===== config.mk =====
export PLATFORM = sky130hd
export DESIGN_NAME = serial_to_parallel_flat
export DESIGN_NICKNAME = d
export VERILOG_FILES = /design/src/rtl/serial_to_parallel_if.sv /design/src/rtl/serial_to_parallel.sv /design/src/flat_wrapper.sv
export SDC_FILE = /design/constraint.sdc
export NUM_CORES = 1
export LEC_CHECK = 0
export CORE_MARGIN = 2
export CORE_UTILIZATION = 40
export CTS_BUF_LIST = sky130_fd_sc_hd__clkbuf_4
export CTS_CLUSTER_DIAMETER = 120
export DETAILED_ROUTE_END_ITERATION = 16
export GPL_TIMING_DRIVEN = 0
export PLACE_DENSITY = 0.62
export RECOVER_POWER = 25
export SYNTH_ARGS = -nofsm -noshare
export SYNTH_HDL_FRONTEND = slang
export SYNTH_SLANG_ARGS = --single-unit
export TNS_END_PERCENT = 10

===== constraint.sdc =====
create_clock -name clock -period 2.8 [get_ports clock]
set_clock_uncertainty 0.15 [all_clocks]
set_input_delay 0.28 -clock clock [delete_from_list [all_inputs] [get_ports clock]]
set_output_delay 0.28 -clock clock [all_outputs]
set_load 0.005 [all_outputs]

===== src/rtl/serial_to_parallel_if.sv =====
// Serial-in / parallel-out bundle for serial_to_parallel.
// Optional parity_err signal is present only when S2P_PARITY_EN is defined.
interface serial_to_parallel_if #(
  parameter int DATA_W = 32,
  parameter int CNT_W  = 5
);
  logic              in_en;
  logic              in;
  logic [CNT_W-1:0]  width;
  logic [DATA_W-1:0] out_bits;
  logic              out_valid;
  logic              out_ready;
  logic              busy;
  logic              overrun;
  logic              clear_overrun;
`ifdef S2P_PARITY_EN
  logic              parity_err;

  modport master (
    output in_en, in, width, out_ready, clear_overrun,
    input  out_bits, out_valid, busy, overrun, parity_err
  );
  modport slave (
    input  in_en, in, width, out_ready, clear_overrun,
    output out_bits, out_valid, busy, overrun, parity_err
  );
`else
  modport master (
    output in_en, in, width, out_ready, clear_overrun,
    input  out_bits, out_valid, busy, overrun
  );
  modport slave (
    input  in_en, in, width, out_ready, clear_overrun,
    output out_bits, out_valid, busy, overrun
  );
`endif
endinterface


===== src/rtl/serial_to_parallel.sv =====
// LSB-first serial-to-parallel word assembler with one-word output buffer and
// sticky overrun flag. Define S2P_PARITY_EN for a trailing even-parity bit per word.
module serial_to_parallel #(
  parameter int DATA_W = 32,
  parameter int CNT_W  = 5
) (
  input  logic                 clock,
  input  logic                 reset,
  serial_to_parallel_if.slave  bus
);

  typedef enum logic {IDLE, SHIFT} state_t;

  state_t            state_q, state_d;
  logic [CNT_W:0]    count_q, count_d;
  logic [DATA_W-1:0] shift_q, shift_d;
  logic [CNT_W-1:0]  width_q, width_d;
  logic [DATA_W-1:0] out_bits_q, out_bits_d;
  logic              out_valid_q, out_valid_d;
  logic              overrun_q, overrun_d;
  logic              busy_q, busy_d;
  logic              perr_q, perr_d;

  logic [CNT_W-1:0]  eff_width;
  logic [CNT_W:0]    len;
  logic [CNT_W:0]    last;
  logic [DATA_W-1:0] placed;
  logic [DATA_W-1:0] word;
  logic              word_perr;

  // Width is sampled from the port only for bit 0; later bits use the latched copy.
  assign eff_width = (state_q == IDLE) ? bus.width : width_q;
  assign len       = (eff_width == '0) ? (CNT_W+1)'(DATA_W) : {1'b0, eff_width};
  assign placed    = {{(DATA_W-1){1'b0}}, bus.in} << count_q[CNT_W-1:0];

`ifdef S2P_PARITY_EN
  // The strobe after the last data bit carries parity; data is already in shift_q.
  assign last      = len;
  assign word      = shift_q;
  assign word_perr = (^shift_q) ^ bus.in;
`else
  assign last      = len - 1'b1;
  assign word      = shift_q | placed;
  assign word_perr = 1'b0;
`endif

  always_comb begin
    state_d     = state_q;
    count_d     = count_q;
    shift_d     = shift_q;
    width_d     = width_q;
    out_bits_d  = out_bits_q;
    out_valid_d = out_valid_q;
    overrun_d   = overrun_q;
    perr_d      = perr_q;

    if (out_valid_q && bus.out_ready) out_valid_d = 1'b0;
    if (bus.clear_overrun)            overrun_d   = 1'b0;

    if (bus.in_en) begin
      if (state_q == IDLE) width_d = bus.width;
      if (count_q == last) begin
        count_d = '0;
        shift_d = '0;
        state_d = IDLE;
        // A full buffer that is not being drained drops the new word.
        if (out_valid_q && !bus.out_ready) begin
          overrun_d = 1'b1;
        end else begin
          out_bits_d  = word;
          out_valid_d = 1'b1;
          perr_d      = word_perr;
        end
      end else begin
        count_d = count_q + 1'b1;
        shift_d = shift_q | placed;
        state_d = SHIFT;
      end
    end

    busy_d = (count_d != '0);
  end

  always_ff @(posedge clock or negedge reset) begin
    if (!reset) begin
      state_q     <= IDLE;
      count_q     <= '0;
      shift_q     <= '0;
      width_q     <= '0;
      out_bits_q  <= '0;
      out_valid_q <= 1'b0;
      overrun_q   <= 1'b0;
      busy_q      <= 1'b0;
      perr_q      <= 1'b0;
    end else begin
      state_q     <= state_d;
      count_q     <= count_d;
      shift_q     <= shift_d;
      width_q     <= width_d;
      out_bits_q  <= out_bits_d;
      out_valid_q <= out_valid_d;
      overrun_q   <= overrun_d;
      busy_q      <= busy_d;
      perr_q      <= perr_d;
    end
  end

  assign bus.out_bits  = out_bits_q;
  assign bus.out_valid = out_valid_q;
  assign bus.overrun   = overrun_q;
  assign bus.busy      = busy_q;
`ifdef S2P_PARITY_EN
  assign bus.parity_err = perr_q;
`else
  logic unused_perr;
  assign unused_perr = perr_q ^ word_perr;
`endif

endmodule


===== src/flat_wrapper.sv =====
// flat-port wrapper written by rule: the top's interface ports become plain ports
module serial_to_parallel_flat 
#(
  parameter int DATA_W = 32,
  parameter int CNT_W  = 5
)
  (clock, reset, bus_in_en, bus_in, bus_width, bus_out_ready, bus_clear_overrun, bus_out_bits, bus_out_valid, bus_busy, bus_overrun);
  serial_to_parallel_if #(.DATA_W(DATA_W), .CNT_W(CNT_W)) bus_i ();
  input  logic clock;
  input  logic reset;
  input wire logic [$bits(bus_i.in_en)-1:0] bus_in_en;
  input wire logic [$bits(bus_i.in)-1:0] bus_in;
  input wire logic [$bits(bus_i.width)-1:0] bus_width;
  input wire logic [$bits(bus_i.out_ready)-1:0] bus_out_ready;
  input wire logic [$bits(bus_i.clear_overrun)-1:0] bus_clear_overrun;
  output wire logic [$bits(bus_i.out_bits)-1:0] bus_out_bits;
  output wire logic [$bits(bus_i.out_valid)-1:0] bus_out_valid;
  output wire logic [$bits(bus_i.busy)-1:0] bus_busy;
  output wire logic [$bits(bus_i.overrun)-1:0] bus_overrun;
  assign bus_i.in_en = bus_in_en;
  assign bus_i.in = bus_in;
  assign bus_i.width = bus_width;
  assign bus_i.out_ready = bus_out_ready;
  assign bus_i.clear_overrun = bus_clear_overrun;
  assign bus_out_bits = bus_i.out_bits;
  assign bus_out_valid = bus_i.out_valid;
  assign bus_busy = bus_i.busy;
  assign bus_overrun = bus_i.overrun;
  serial_to_parallel #(.DATA_W(DATA_W), .CNT_W(CNT_W)) u_core (.clock(clock), .reset(reset), .bus(bus_i));
endmodule

Word level (Yosys, flattened, before mapping):

Cells that the tools add are included.

* $add $sub $neg: 2
* multiply operators: 0
* divide/modulo/power cells: 0
* order comparisons: 0
* equal/unequal tests: 1
* shift-type cells: 1
* muxes and demuxes: 14
* bitwise logic cells: 2
* reductions and logical operators: 6

Operator list (count)
* two-way mux 32 bit: 1
* OR 32 bit: 1
* << shifter 1 x 5 -> 32 bit: 1
* two-way mux 6 bit: 3
* two-way mux 1 bit: 9
* adder 6 x 1 -> 6 bit (second input constant): 1
* equality test 6 bit: 1
* nonzero test 6 bit: 1
* subtractor 6 x 1 -> 6 bit (second input constant): 1
* zero test 5 bit: 1
* two-way mux 5 bit: 1
* AND reduction 3 bit: 1
* logical AND 1 bit: 2
* zero test 1 bit: 1
* NOT 1 bit: 1

* register bits after elaboration: 79
* bits in latches: 0
* bits in writable memories: 0
* bits in read-only memories: 0
* input port bits: 11
* output and inout bits: 35
* logic and storage cells: 34
* memories: 0

Depth between registers and ports, before layout:

Gate-level depths: netlist of the first run.

* word-level depth: 8
* depth in mapped cells: 11
* mapped depth without buffers: 8

Worst setup path before layout of the first run:

No wires, ideal clock.

* path kind: register to register
* start: reg u_core.state_q
* end: reg u_core.count_q[5]
* library setup time: 0.119 ns
* data arrival time: 2.270 ns
* path slack: 0.261 ns
* cell stages (with the launch flop): 10
* buffers on the path: 3
* cells stage by stage: dfrtp_1 buf_6 mux2i_2 ha_1 xnor2_1 a211o_1 nor4b_2 buf_2 buf_6 nor2_1

* word-level cells in the longest chain between the ends: 7

RTL lines
* start, declared: line serial_to_parallel.sv:14 `state_t state_q, state_d;`
* start signal, assigned: line serial_to_parallel.sv:96 `state_q <= state_d;`
* two-way mux 5 bit *
* zero test 5 bit: line serial_to_parallel.sv:33 `assign len = (eff_width == '0) ? (CNT_W+1)'(DATA_W) : {1'b0, eff_width};`
* two-way mux 6 bit *: line serial_to_parallel.sv:33
* subtractor 6 x 1 -> 6 bit *: line serial_to_parallel.sv:42 `assign last = len - 1'b1;`
* equality test 6 bit *: line serial_to_parallel.sv:62 `if (count_q == last) begin`
* two-way mux 6 bit *: line serial_to_parallel.sv:62
* two-way mux 6 bit *: line serial_to_parallel.sv:60 `if (bus.in_en) begin`
* via u_core.count_d[5]: line serial_to_parallel.sv:15 `logic [CNT_W:0] count_q, count_d;`
* end signal, assigned: line serial_to_parallel.sv:97 `count_q <= count_d;`
* end, declared: line serial_to_parallel.sv:15

The timed path passes the listed nets; every way through them passes the cells marked *.
A chain may end at the register's enable or synchronous reset.

Final worst setup path of the first run:

* start: reg u_core.state_q
* end: reg u_core.out_bits_q[17] (netlist: u_core.bus.out_bits[17])

* word-level cells in the longest chain between the ends: 6

RTL lines
* two-way mux 5 bit *
* zero test 5 bit: line serial_to_parallel.sv:33
* two-way mux 6 bit *: line serial_to_parallel.sv:33
* subtractor 6 x 1 -> 6 bit *: line serial_to_parallel.sv:42
* equality test 6 bit *: line serial_to_parallel.sv:62
* AND reduction 3 bit (no source line) *
* end signal, assigned: line serial_to_parallel.sv:100 `out_bits_q <= out_bits_d;`
* end, declared: line serial_to_parallel.sv:18 `logic [DATA_W-1:0] out_bits_q, out_bits_d;`

Every way passes the cells marked *; elsewhere a longest branch is shown, timed or not.

==> results of run 1 <==
layer usage:
metal | up-vias | routed length [µm] | part of all wire (%) | GRT usage (%)
li1 | 1409 | - | - | -
met4 | 0 | 116 | 1.4 | 6.32
met2 | 67 | 3880 | 46 | 27.0
met1 | 1411 | 4050 | 48 | 25.2
met3 | 9 | 329 | 3.9 | 3.40
met5 | - | 0 | 0 | 0
power by group through the flow:
stage	logic [W]	registers, W	clock network, W
floorplan	0.00102	0.00188	0
global placement	0.00175	0.00189	0
detailed placement	0.00180	0.00190	0
CTS	0.00182	0.00188	0.000814
global route	0.00210	0.00194	0.000875
finish	0.00188	0.00188	0.000795
stage by stage:
step | total power [W] | hold slack, ns | setup slack (ns) | util, %
after floorplan | 0.00290 | -0.166 | 0.261 | -
final | 0.00455 | 0.305 | 0.133 | 50.6
after global placement | 0.00364 | 0.326 | -1.52 | 47.3
after global routing | 0.00491 | 0.296 | -0.00786 | 50.6
after detailed placement | 0.00370 | 0.141 | -0.216 | 47.5
after CTS | 0.00451 | 0.201 | -0.0160 | 49.8
area by class of cell:
class | count | area, µm² | area share (%)
buffer | 22 | 160 | 3.46
inverter | 37 | 139 | 3.00
tap | 111 | 139 | 3.00
antenna | 1 | 2.50 | 0.0540
multi-input combinational | 239 | 1550 | 33.4
clock inverter | 6 | 92.6 | 2.00
timing repair buffer | 52 | 498 | 10.7
clock buffer | 10 | 75.1 | 1.62
sequential | 79 | 1980 | 42.7
worst paths after layout:
check,slack [ns],endpoint,cells after the start,start
max in group asynchronous,0.59,u_core.shift_q[0]$_DFFE_PN0P_,3,reset
worst max register to register,0.13,u_core.bus.out_bits[17]$_DFFE_PN0P_,9,u_core.state_q$_DFFE_PN0P_
worst min register to register,0.36,u_core.shift_q[1]$_DFFE_PN0P_,2,u_core.shift_q[1]$_DFFE_PN0P_
worst min-delay path,0.31,u_core.bus.overrun$_DFF_PN0_,3,bus_clear_overrun
min in group asynchronous,0.37,u_core.bus.out_bits[16]$_DFFE_PN0P_,2,reset
worst max-delay path,0.13,u_core.bus.out_bits[17]$_DFFE_PN0P_,9,u_core.state_q$_DFFE_PN0P_
flip-flops by register name, indices dropped and copies added, names as in the netlist:
register              count
u_core.bus.out_bits      32
u_core.shift_q           32
u_core.count_q            6
u_core.width_q            5
u_core.bus.busy           1
u_core.bus.out_valid      1
u_core.bus.overrun        1
u_core.state_q            1
critical path, delay by kind of cell (launching register included):
kind	cells	cell delay, ns
muxes	2	0.42
and+or+nand+nor	1	0.27
buffers and inverters	2	0.32
adders and majority gates	1	0.19
AOI/OAI and AO/OA	3	0.80
DFF	1	0.43
timing repair:
item | in CTS | in global routing
endpoints found under the setup margin | 21 | 69
setup buffers | 3 | 2
gates resized for setup | 2 | 16
hold buffers | 1 | 0
pin swaps | 1 | 2
hold endpoints to repair | 38 | 0
cell usage in the layout, fill, tap and decap left out, drive strengths merged, types with 2 or more instances in the layout:
cell / Yosys / routed
and2: 4 / 4
nor3b: 3 / 3
nor2: 50 / 50
clkbuf: 9 / 21
nor4: 2 / 2
a32o: 2 / 2
clkinvlp: 0 / 2
xor2: 2 / 2
nor3: 8 / 8
o21ai: 5 / 5
and3: 4 / 4
nand3: 3 / 3
xnor2: 4 / 4
buf: 14 / 18
nand2b: 4 / 4
mux2i: 38 / 38
dfrtp: 79 / 79
a211o: 2 / 2
nand2: 9 / 9
nor4b: 2 / 2
nand4: 3 / 3
o22ai: 4 / 4
a21oi: 75 / 75
bufinv: 0 / 2
ha: 3 / 3
clkdlybuf4s50: 0 / 44
inv: 37 / 38
cell families (layout without fill, tap and decap cells):
family	after synthesis	count (layout)	share of synthesized area (%)
compound gates	95	95	14.2
xor+xnor	6	6	1.40
fa+ha+maj	3	3	1.00
buf+inv	60	127	7.72
flops	79	79	52.8
mux	39	39	10.6
other cells	0	1	0
simple gates	96	96	12.3
==> key figures, run 1 <==
Setup path
  – Kind of critical path: register to register
  – CP endpoint kind: register
  – Arr. time, crit path: 2.86 ns
  – CP Launch Type: register
  – CP max-delay cell: dfrtp_2
  – Critical path cell sequence: buf_6 > mux2i_4 > ha_4 > a211o_1 > a32o_2 > o22ai_4 > nand2b_4 > buf_12 > mux2i_1
  – Worst-path fanout max: 10
  – WP data required: 2.99 ns
  – Crit path largest cell delay: about 0.43 ns

Timing
  – Period minus WS final: 2.67 ns
  – Setup TNS: 0 ns
  – Slew headroom: 22.0%
  – Max Slew Vio Count: 0
  – Actual slew at the worst max-slew pin: ~1.2 ns
  – FMAX: 375 MHz
  – Final Hold Fails: 0
  – Setup violations, final: 0
  – Final period util: 95.2%

Logic synthesis
  – Most common cell in the synthesized netlist: dfrtp_1
  – Top cells by count, synth: dfrtp_1, a21oi_1, nor2_1
  – Post-Synthesis Cell Area: approximately 3700 µm²
  – Synth area leaders: dfrtp_1, a21oi_1, mux2i_1, nor2_1, inv_1
  – Syn Area/Cell: 9.90 µm²
  – Cell count after synthesis: 378
  – Mapped Nets: slightly below 400
  – Warnings from Yosys: 0
  – Most used DFF post-synth: dfrtp_1
  – Number of flops mapped to enable cells by yosys: 0
  – Async set or reset register ratio after synthesis: 100%
  – Distinct cells, synth: 43
  – Synth area leader: dfrtp_1
  – Register area share after synthesis: 52.8%
  – Post-synth top area share: between 50% and 60%
  – Yosys reg bits: 79

Drt
  – Remaining DRCs: 0
  – Routed via count: 2896
  – DR pass1 iterations: 4
  – Vias/cell: 5.20
  – Post-Route WL: 8.38 mm
  – Post-route ant nets: 0
  – DRC marker count from the first detailed-route iteration: 143
  – WL/cell: 15.0 µm

GRT
  – Total congestion overflow: 0
  – Vias in the first global route: about 2.7k
  – Initial antenna violation count: 1
  – Largest net degree at the start of global routing: 42
  – GRT Total Usage: between 10% and 20%
  – First-pass GRT wire length: 13.8 mm

Clock tree
  – Htree depth: 3
  – Skew-Pair Late Insertion Delay: 0.42 ns
  – CTS sink cnt: 79
  – Root Driver: clkbuf_4
  – Clk buf depth: 2
  – Reg clk slew, reported paths: 0.13 ns
  – CTS tree: done
  – CTS buffer count: 9

Finish
  – Design Area, Final: 4630 µm²
  – Share of layout cells above drive strength 1: about a tenth
  – Final net count: 454
  – Fillers: 867
  – Area grow syn2layout: 23.8%
  – Finished Layout Cells: about 560

Floorplanning
  – Core area: between 9000 and 10000 µm²
  – Ports: 46
  – Initial Util: 40.9%
  – Rows: 35
  – Die Height: 101 µm
  – Die footprint: 10100 µm²
  – Die W: around 100 µm

Pwr
  – Power Internal: 0.00292 W
  – Clock share of power: 17.5%
  – Sw power: around 0.0016 W
  – Worst VDD drop: between 0.3 and 0.4 mV
  – Switch share: 35.8%
  – Leakage: 2.34 nW
  – Combinational power share: roughly two fifths
  – Part of the power in registers: between 40 and 50%
  – P per Cell Area: approximately 980 nW/µm²

Flow run
  – Max cap viols: 0

Run status
  – Status: complete, no violations

Placement
  – Cell Count Post-Placement: 535
  – Post-DP HPWL: 5.83 mm
  – PortBufs: 45
  – Final Wtd Congestion: 0.873
  – DP Area: 4350 µm²

Min path
  – HP Class: input port to register
No activity file was read; power rests on OpenSTA's default activity.
==> inputs of run 2 (changes only) <==
--- a/config.mk
+++ b/config.mk
@@ -5,11 +5,12 @@
 export SDC_FILE = /design/constraint.sdc
 export NUM_CORES = 1
 export LEC_CHECK = 0
-export CORE_MARGIN = 2
+export CORE_MARGIN = 10
 export CORE_UTILIZATION = 40
 export CTS_BUF_LIST = sky130_fd_sc_hd__clkbuf_4
-export CTS_CLUSTER_DIAMETER = 120
+export CTS_CLUSTER_DIAMETER = 200
 export DETAILED_ROUTE_END_ITERATION = 16
+export GPL_ROUTABILITY_DRIVEN = 0
 export GPL_TIMING_DRIVEN = 0
 export PLACE_DENSITY = 0.62
 export RECOVER_POWER = 25
==> key figures, run 2 (synthesis results as in run 1) <==
Setup path
  – WP data required: 2.98 ns (about the same)
  – Critical Path End: u_core.bus.out_bits[17]$_DFFE_PN0P_
  – Critical path cell sequence: buf_6 > mux2i_4 > ha_2 > a211o_1 > a32o_1 > o22ai_4 > nand2b_4 > buf_6 > buf_12 > mux2i_1
  – CP endpoint kind: register
  – Kind of critical path: register to register
  – Most used cell along the critical path: buf_6
  – Worst R2R Path Depth: 10 (+1)
  – Crit path largest cell delay: 0.44 ns (about the same)
  – Crit path depth: 10 (+1)
  – Reg2reg start: u_core.state_q$_DFFE_PN0P_
  – FF-to-FF End: u_core.bus.out_bits[17]$_DFFE_PN0P_
  – Crit path buf inv count: 3 (+1)
  – CP max-delay cell: dfrtp_2
  – Arr. time, crit path: 2.92 ns (+0.06 ns)
  – Reg2Reg Setup Slack: 0.06 ns (-0.07 ns)
  – Worst Setup SP: u_core.state_q$_DFFE_PN0P_
  – Delay-heaviest family, CP: compound AO/OA/AOI/OAI gates
  – Worst-path fanout max: 10 (unchanged)
  – CP Launch Type: register

Run status
  – Status: finished, violations left
  – Failing checks: capacitance limit, slew limit

Clock tree
  – Clk buf depth: 2 (unchanged)
  – CTS tree: done
  – Reg clk slew, reported paths: 0.14 ns (about the same)
  – Skew-Pair Late Insertion Delay: 0.42 ns (about the same)
  – Htree depth: 3 (unchanged)
  – Root Driver: clkbuf_4
  – CTS buffer count: 9 (unchanged)
  – CTS sink cnt: 79 (unchanged)

Pwr
  – Leakage: 2.35 nW (+0.40%)
  – P per Cell Area: 984 nW/µm² (+0.19%)
  – Worst VDD drop: 0.312 mV (-2.6%)

Finish
  – Most common cell after layout, fill and taps aside: dfrtp_1
  – Ant diodes: 0 (-1)
  – Most frequent cells in the layout: dfrtp_1, a21oi_1, nor2_1, clkdlybuf4s50_1, inv_1
  – Share of layout cells above drive strength 1: 9.89% (-0.45 points)
  – Finished Layout Cells: 556 (-0.18%)
  – Layout Utilization: 50.4% (-0.19 points)
  – Design Area, Final: 4640 µm² (+0.11%)
  – Area grow syn2layout: 23.9%
  – Final net count: 454 (unchanged)

GRT
  – GR peak layer: met2
  – First-pass GRT wire length: 14.6 mm (+5.8%)
  – Met3 Use GR: 2.47% (-0.93 points)
  – Met2 Use GR: 21.5% (-5.5 points)
  – Routing usage on met1: 17.7% (-7.5 points)
  – Vias in the first global route: 2890 (+5.6%)
  – Largest net degree at the start of global routing: 48 (+14%)
  – Total congestion overflow: 0 (unchanged)
  – Initial antenna violation count: 0 (-1)
  – GRT Total Usage: 13.5% (-4.2 points)

Timing
  – FMAX: 365 MHz (-2.6%)
  – Slew headroom: -31.6% (-54 points)
  – Setup violations, final: 0 (unchanged)
  – Final period util: 97.7% (+2.5 points)
  – Final Hold Fails: 0 (unchanged)
  – Period minus WS final: 2.74 ns (+0.0698 ns)
  – Actual slew at the worst max-slew pin: 1.97 ns (+0.813 ns)
  – RSZ-0062 raised after global routing: yes
  – Max Slew Vio Count: 33 (+33)

Floorplanning
  – Die W: 117 µm (+16%)
  – Rows: 35 (unchanged)
  – Initial Util: 40.7% (-0.19 points)
  – Die footprint: 13600 µm² (+34%)
  – Ports: 46 (unchanged)
  – Die Height: 117 µm (+16%)
  – Core area: 9200 µm² (+0.48%)

Placement
  – Post-DP HPWL: 6.07 mm (+4.0%)
  – DP Area: 4360 µm² (+0.17%)
  – PortBufs: 45 (unchanged)
  – Cell Count Post-Placement: 535 (unchanged)

Drt
  – Remaining DRCs: 0 (unchanged)
  – Post-route ant nets: 0 (unchanged)
  – DRC marker count from the first detailed-route iteration: 152 (+6.3%)
  – DR pass1 iterations: 4 (unchanged)
  – Routed via count: 2874 (-0.76%)
  – Post-Route WL: 8.73 mm (+4.3%)
  – Vias/cell: 5.17 (-0.58%)
  – WL/cell: 15.7 µm (+4.5%)

Flow run
  – Max cap viols: 1 (+1)

Min path
  – HP Class: input port to register
  – Hold path cells: 3 (unchanged)
[run 2: worst min-delay path by stage]
stage,slack (ns),endpoint,start
after global placement,0.33,u_core.shift_q[29]$_DFFE_PN0P_,u_core.shift_q[29]$_DFFE_PN0P_
after floorplan,-0.17,u_core.bus.busy$_DFF_PN0_,reset
after global routing,0.32,u_core.bus.overrun$_DFF_PN0_,bus_clear_overrun
after CTS,0.18,u_core.width_q[4]$_DFFE_PN0P_,reset
final,0.31,u_core.bus.overrun$_DFF_PN0_,bus_clear_overrun
after detailed placement,0.11,u_core.width_q[4]$_DFFE_PN0P_,reset
[run 2: layer usage]
metal,vias to the layer above,wire (µm)
met5,-,0
met4,0,180
met1,1379,4140
met3,15,422
li1,1411,-
met2,69,3990
[run 2: cell type report]
type / instances / area (µm²)
clock inverter: 6 / 91.3
timing repair buffer: 51 / 512
buffer: 23 / 171
clock buffer: 10 / 75.1
tap: 111 / 139
sequential: 79 / 1980
inverter: 37 / 139
fill: 868 / 4560
multi-input combinational: 239 / 1530
[run 2: worst reg2reg max path, cell delays in order (launching register included)]
cell and delay [ns]:
dfrtp_2 0.44, buf_6 0.15, mux2i_4 0.21, ha_2 0.23, a211o_1 0.30, a32o_1 0.26
o22ai_4 0.24, nand2b_4 0.18, buf_6 0.14, buf_12 0.16, mux2i_1 0.19
[run 2: power by group]
part           switching, W  internal, W
clock network      0.000427     0.000379
registers          0.000277      0.00160
logic              0.000935     0.000942
[run 2: what timing repair did]
item                                   CTS  global route
pin swaps                                0             1
setup endpoints to repair               43            70
endpoints found under the hold margin   32             0
resized for setup                        6             9
buffers inserted                         0             4
hold buffers                             1             0
[run 2: metrics by stage]
step | power, W | hold slack (ns) | TNS (ns) | worst slack (ns)
2_1_floorplan | 0.00290 | -0.166 | 0 | 0.261
5_1_grt | 0.00492 | 0.318 | -0.338 | -0.0459
6_report | 0.00456 | 0.312 | 0 | 0.0632
4_1_cts | 0.00454 | 0.176 | -0.168 | -0.0225
3_5_place_dp | 0.00372 | 0.113 | -8.66 | -0.253
3_3_place_gp | 0.00367 | 0.326 | -128.03 | -1.54
